==> src/rtl/inst_fetch_queue_pkg.sv <==
// inst_fetch_queue_pkg: shared CPU defines for the fetch front end (entry layout, reset PC, SRAM size codes).
package inst_fetch_queue_pkg;
  localparam logic [31:0] RESET_PC_DEF = 32'hBFC00000;
  typedef enum logic [1:0] {SIZE_BYTE = 2'b00, SIZE_HALF = 2'b01, SIZE_WORD = 2'b10} sram_size_e;
  typedef struct packed {
    logic [31:0] pc;
    logic [31:0] instr;
    logic        adel;
  } fetch_entry_t;
endpackage

==> src/rtl/inst_fetch_queue_sync_fifo.sv <==
// sync_fifo: register-array FIFO with flush; a pop frees the slot for a same-cycle push when full.
module sync_fifo #(
  parameter int WIDTH = 8,
  parameter int DEPTH = 4,
  localparam int CW = $clog2(DEPTH + 1)
) (
  input  logic             clk,
  input  logic             rst,
  input  logic             push,
  input  logic             pop,
  input  logic             flush,
  input  logic [WIDTH-1:0] din,
  output logic [WIDTH-1:0] dout,
  output logic             full,
  output logic             empty,
  output logic [CW-1:0]    count
);
  localparam int AW = DEPTH > 1 ? $clog2(DEPTH) : 1;
  logic [WIDTH-1:0] r_mem [DEPTH];
  logic [AW-1:0] r_rd, r_wr;
  logic [CW-1:0] r_cnt;
  logic w_push, w_pop;
  assign w_pop = pop && !empty;
  assign w_push = push && (!full || w_pop);
  assign empty = r_cnt == '0;
  assign full = r_cnt == CW'(DEPTH);
  assign count = r_cnt;
  assign dout = r_mem[r_rd];
  always_ff @(posedge clk) begin
    if (rst || flush) begin
      r_rd <= '0;
      r_wr <= '0;
      r_cnt <= '0;
    end else begin
      if (w_push) r_wr <= r_wr == AW'(DEPTH - 1) ? '0 : r_wr + 1'b1;
      if (w_pop) r_rd <= r_rd == AW'(DEPTH - 1) ? '0 : r_rd + 1'b1;
      r_cnt <= r_cnt + CW'(w_push) - CW'(w_pop);
    end
  end
  always_ff @(posedge clk) begin
    if (w_push && !flush) r_mem[r_wr] <= din;
  end
endmodule

==> src/rtl/inst_fetch_queue.sv <==
// inst_fetch_queue: decoupled fetch front end with in-flight PC queue and instruction FIFO.
// Optional perf counters are built when FETCH_PERF_EN is defined.
module inst_fetch_queue
  import inst_fetch_queue_pkg::*;
#(
  parameter int          DEPTH = 4,
  parameter int          MAX_OUTSTANDING = 2,
  parameter logic [31:0] RESET_PC = RESET_PC_DEF
) (
  input  logic        clk,
  input  logic        rst,
  input  logic        redirect_valid,
  input  logic [31:0] redirect_pc,
  output logic        inst_req,
  output logic        inst_wr,
  output logic [1:0]  inst_size,
  output logic [31:0] inst_addr,
  input  logic        inst_addr_ok,
  input  logic [31:0] inst_rdata,
  input  logic        inst_data_ok,
  output logic        id_valid,
  input  logic        id_ready,
  output logic [31:0] id_pc,
  output logic [31:0] id_instr,
`ifdef FETCH_PERF_EN
  output logic [31:0] perf_fetch_cnt,
  output logic [31:0] perf_discard_cnt,
  output logic [31:0] perf_stall_cnt,
`endif
  output logic        id_adel
);
  localparam int CW = $clog2(DEPTH + 1);
  localparam int OW = $clog2(MAX_OUTSTANDING + 1);
  fetch_entry_t w_push_entry, w_head;
  logic [31:0] r_fetch_pc, w_pcq_head;
  logic [7:0] r_discard;
  logic r_adel_done;
  logic [CW-1:0] w_fifo_cnt;
  logic [OW-1:0] w_outst;
  logic [CW:0] w_used;
  logic w_fifo_full, w_fifo_empty, w_pcq_full, w_pcq_empty;
  logic w_accept, w_keep, w_drop, w_misaligned, w_adel_push, w_pop, w_push;
  assign w_pop = id_valid && id_ready;
  assign w_used = (CW + 1)'(w_fifo_cnt) + (CW + 1)'(w_outst);
  assign w_misaligned = r_fetch_pc[1:0] != 2'b00;
  // A same-cycle pop already frees a slot, so issue can resume without a bubble.
  assign inst_req = !rst && !redirect_valid && !w_misaligned && !w_pcq_full && w_used < (CW + 1)'(DEPTH) + (CW + 1)'(w_pop);
  assign inst_wr = 1'b0;
  assign inst_size = SIZE_WORD;
  assign inst_addr = r_fetch_pc;
  assign w_accept = inst_req && inst_addr_ok;
  assign w_drop = inst_data_ok && (r_discard != '0 || redirect_valid);
  assign w_keep = inst_data_ok && !w_drop;
  assign w_adel_push = w_misaligned && !r_adel_done && w_pcq_empty && !w_fifo_full && !redirect_valid;
  assign w_push = w_keep || w_adel_push;
  assign w_push_entry = w_adel_push ? fetch_entry_t'{pc: r_fetch_pc, instr: 32'h0, adel: 1'b1} : fetch_entry_t'{pc: w_pcq_head, instr: inst_rdata, adel: 1'b0};
  sync_fifo #(.WIDTH($bits(fetch_entry_t)), .DEPTH(DEPTH)) u_fifo (
    .clk(clk), .rst(rst), .push(w_push), .pop(w_pop), .flush(redirect_valid), .din(w_push_entry),
    .dout(w_head), .full(w_fifo_full), .empty(w_fifo_empty), .count(w_fifo_cnt)
  );
  sync_fifo #(.WIDTH(32), .DEPTH(MAX_OUTSTANDING)) u_pcq (
    .clk(clk), .rst(rst), .push(w_accept), .pop(w_keep), .flush(redirect_valid), .din(r_fetch_pc),
    .dout(w_pcq_head), .full(w_pcq_full), .empty(w_pcq_empty), .count(w_outst)
  );
  assign id_valid = !w_fifo_empty;
  assign id_pc = id_valid ? w_head.pc : '0;
  assign id_instr = id_valid ? w_head.instr : '0;
  assign id_adel = id_valid && w_head.adel;
  // In-order responses: everything in flight at a redirect is stale and arrives first.
  always_ff @(posedge clk) begin
    if (rst) begin
      r_fetch_pc <= RESET_PC;
      r_discard <= '0;
      r_adel_done <= 1'b0;
    end else if (redirect_valid) begin
      r_fetch_pc <= redirect_pc;
      r_discard <= r_discard + 8'(w_outst) - 8'(inst_data_ok);
      r_adel_done <= 1'b0;
    end else begin
      if (w_accept) r_fetch_pc <= r_fetch_pc + 32'd4;
      if (w_drop) r_discard <= r_discard - 8'd1;
      if (w_adel_push) r_adel_done <= 1'b1;
    end
  end
`ifdef FETCH_PERF_EN
  always_ff @(posedge clk) begin
    if (rst) begin
      perf_fetch_cnt <= '0;
      perf_discard_cnt <= '0;
      perf_stall_cnt <= '0;
    end else begin
      perf_fetch_cnt <= perf_fetch_cnt + 32'(w_accept);
      perf_discard_cnt <= perf_discard_cnt + 32'(w_drop);
      perf_stall_cnt <= perf_stall_cnt + 32'(id_ready && !id_valid);
    end
  end
`endif
endmodule

==> config.mk <==
export PLATFORM = sky130hd
export DESIGN_NAME = inst_fetch_queue
export DESIGN_NICKNAME = d
export VERILOG_FILES = /design/src/rtl/inst_fetch_queue_pkg.sv /design/src/rtl/inst_fetch_queue_sync_fifo.sv /design/src/rtl/inst_fetch_queue.sv
export SDC_FILE = /design/constraint.sdc
export NUM_CORES = 1
export LEC_CHECK = 0
export ABC_AREA = 0
export CAP_MARGIN = 5
export CORE_MARGIN = 10
export CORE_UTILIZATION = 57
export DETAILED_ROUTE_END_ITERATION = 8
export GPL_TIMING_DRIVEN = 1
export HOLD_SLACK_MARGIN = 0.15
export PLACE_DENSITY = 0.77
export SYNTH_ARGS = -nofsm -noshare
export SYNTH_HDL_FRONTEND = slang
export SYNTH_HIERARCHICAL = 1
export SYNTH_SLANG_ARGS = --single-unit
==> constraint.sdc <==
create_clock -name clk -period 8.61 [get_ports clk]
set_clock_uncertainty 0.1 [all_clocks]
set_input_delay 1.2915 -clock clk [delete_from_list [all_inputs] [get_ports clk]]
set_output_delay 1.2915 -clock clk [all_outputs]
set_load 0.01 [all_outputs]
==> flow_summary_export.csv <==
group,metric,value,unit
synthesis,synthCells,1106,
critical_path,cp-start-kind,"input pin",
synthesis,synth_edf_count,324,
finish,syn2layout_area_growth,19.2,%
sta,fmax,196,MHz
sta,finalSetupTns,0,ns
worst_hold_path,hold_depth,1,
grt,grt_pass1_wl,55800,um
synthesis,synth_seq_area_share,65.8,%
critical_path,r2r_cells,9,
drt,drtIter0Drc,960,
drt,dr_total_vias,9766,
synthesis,synth-warning-count,6,
synthesis,synthTopCellsByArea,"edfxtp_1 (59%), mux4_2 (8.9%), dfxtp_1 (6.7%), nand2_1 (2.9%), nor2b_1 (2.6%)",
cts,cts_resized,0,
synthesis,synth_top_area_share,59.1,%
synthesis,synth_area_leader_cell,"edfxtp_1",
cts,clkTransAtPathRegs,0.06,ns
drt,drc_errors,0,
finish,multi_input_area,5230,um^2
synthesis,synth_cell_types,66,
placement,dp_hpwl,22700,um
placement,io_buffers,168,
power_and_ir_drop,ir_drop,202,uV
floorplan,io_pins,172,
synthesis,netlist_top_cells_count,"edfxtp_1 (324), nand2_1 (128), nor2b_1 (69), mux4_2 (65), dfxtp_1 (55)",
floorplan,core-area,28600,um^2
floorplan,die_w,190,um
drt,antenna_left,0,
critical_path,endpoint_kind,"register",
critical_path,cp.arrival,5.12,ns
synthesis,synthArstFlopShare,0,%
synthesis,syn_area_per_cell,14.9,um^2
floorplan,dieHeight,190,um
sta,finalHoldViolCount,0,
grt,grt-ovfl-total,0,
synthesis,synth_area,16500,um^2
drt,wirelength,35700,um
drt,dr.pass1.iters,5,
grt,grt_usage,19.4,%
critical_path,critPathRequiredTime,8.64,ns
drt,wl_per_cell,21.2,um
sta,worst_pin_slew,1.18,ns
finish,num-fill-cells,1891,
cts,cts_buffers,38,
floorplan,initial_core_util,57.5,%
finish,antenna_cells,0,
grt,antenna_found_initial,0,
sta,timing.final.max_slew_violations,0,
synthesis,synthFlopType,"edfxtp_1",
cts,htreeDepth,2,
floorplan,rows,62,
grt,grt_pass1_vias,9772,
sta,setup_viol,0,
finish,seq_area,10800,um^2
critical_path,rrSetupSlack,4.04,ns
cts,clock_latency,0.52,ns
cts,clock_path_buffers,3,
floorplan,die_area,36100,um^2
cts,tritoncts,"yes",
drt,viasPerCell,5.81,
cts,cts_hold_buf,0,
status,outcome,"finished, final reports clean",
finish,nNetsFinal,1373,
cts,clock-root-buffer,"clkbuf_16",
cts,cts.sinks,379,
run,drv_cap,0,
sta,rsz0062_at_grt,"false",
placement,postPlaceCellArea,18500,um^2
placement,dp_cells,1615,
cts,post_cts_buffers,0,
sta,period_share,59.2,%
synthesis,ys_ff_latch,379,
sta,hold_ws,0.405,ns
finish,final_cells,1682,
critical_path,critPathKind,"input pin to register",
placement,gp_congestion,0.877,
finish,final_core_util,68.5,%
worst_hold_path,hold_class,"register to register",
finish,drive_gt1_share,13.5,%
power_and_ir_drop,p_leak,0.00646,uW
sta,relSlewSlack,21.3,%
grt,grt_max_degree,71,
finish,stdcell_area,19600,um^2
synthesis,yosysMostFrequentCell,"edfxtp_1",
critical_path,crit_fanout,70,
power_and_ir_drop,power_density,208,nW/um^2
sta,period_needed,5.09,ns
==> stage by stage <==
step           power (uW)  worst slack [ns]
6_report             4080              3.52
5_1_grt              4240              3.25
4_1_cts              4110              3.46
3_5_place_dp         2590              2.95
3_3_place_gp         2580              3.04
2_1_floorplan        2420             0.688
==> per-layer routing <==
metal / GRT usage [%] / vias up / part of all wire [%]
li1: - / 4493 / -
met1: 26.5 / 4829 / 42
met2: 31.6 / 386 / 49
met3: 3.66 / 58 / 7.1
met4: 5.01 / 0 / 2.1
met5: 0 / - / 0
==> kinds of logic after synthesis <==
family | count (synthesis) | synth area share [%]
flops | 379 | 65.8
simple gates | 365 | 11.9
compound gates | 105 | 4.19
mux | 105 | 11.6
buf+inv | 96 | 2.65
fa+ha+maj | 32 | 2.57
xor+xnor | 22 | 1.17
other cells | 2 | 0.0457
==> cell usage in the layout, fill, tap and decap left out, types with 5 or more instances in the layout <==
cell / count
edfxtp_1: 324
clkdlybuf4s50_1: 167
nand2_1: 128
nor2b_1: 69
mux4_2: 65
dfxtp_1: 53
inv_1: 39
clkbuf_16: 39
a21oi_1: 37
and2_1: 36
ha_1: 29
nor2_1: 26
nand3_1: 21
mux2_2: 21
nor3_1: 20
o21ai_0: 18
nand4_1: 16
xnor2_1: 16
mux2_1: 13
buf_4: 12
clkbuf_1: 9
clkinv_1: 9
o211ai_1: 8
a211oi_1: 7
nand2b_1: 6
xor2_1: 6
mux2i_1: 6
nor4_1: 6
o311ai_0: 5
nor3b_2: 5
==> final cells by class <==
| class | instances | share of cell area (%) |
|---|---|---|
| well taps | 384 | 2.45 |
| repair buffers | 180 | 9.01 |
| flip-flops and latches | 379 | 55.3 |
| clock inverters | 16 | 0.510 |
| inverters | 40 | 0.766 |
| multi-input cells | 632 | 26.6 |
| clock buffers | 51 | 5.36 |
==> power breakdown <==
group / internal (uW) / leakage, uW / switching, uW
clock: 884 / 0.000561 / 643
sequential: 2050 / 0.00339 / 42.3
combinational: 210 / 0.00251 / 249
total: 3150 / 0.00646 / 934
==> path summary, 6_finish.rpt <==
path	start	end
max	redirect_valid	u_fifo/r_mem[1][36]
min	r_adel_done	r_adel_done
max reg2reg	u_fifo/count[1]	u_fifo/r_mem[1][36]
min reg2reg	r_adel_done	r_adel_done
==> critical path, stage by stage <==
cell and delay, ns:
buf_2 0.09, buf_4 0.30, or4_2 0.71, buf_4 0.37, inv_1 0.86, or2_2 0.28, o41ai_4 0.15, nor3b_2 0.19
buf_4 0.73
==> flip-flops by register name, indices dropped and copies added (netlist names), 2 cells and up, named ones only <==
signal,cells
u_fifo/r_wr,2
u_pcq/r_mem,64
u_fifo/r_mem,260
u_pcq/count,2
u_fifo/r_rd,2
u_fifo/count,3
inst_addr,32
r_discard,8
(Power assumes the default switching activity.)
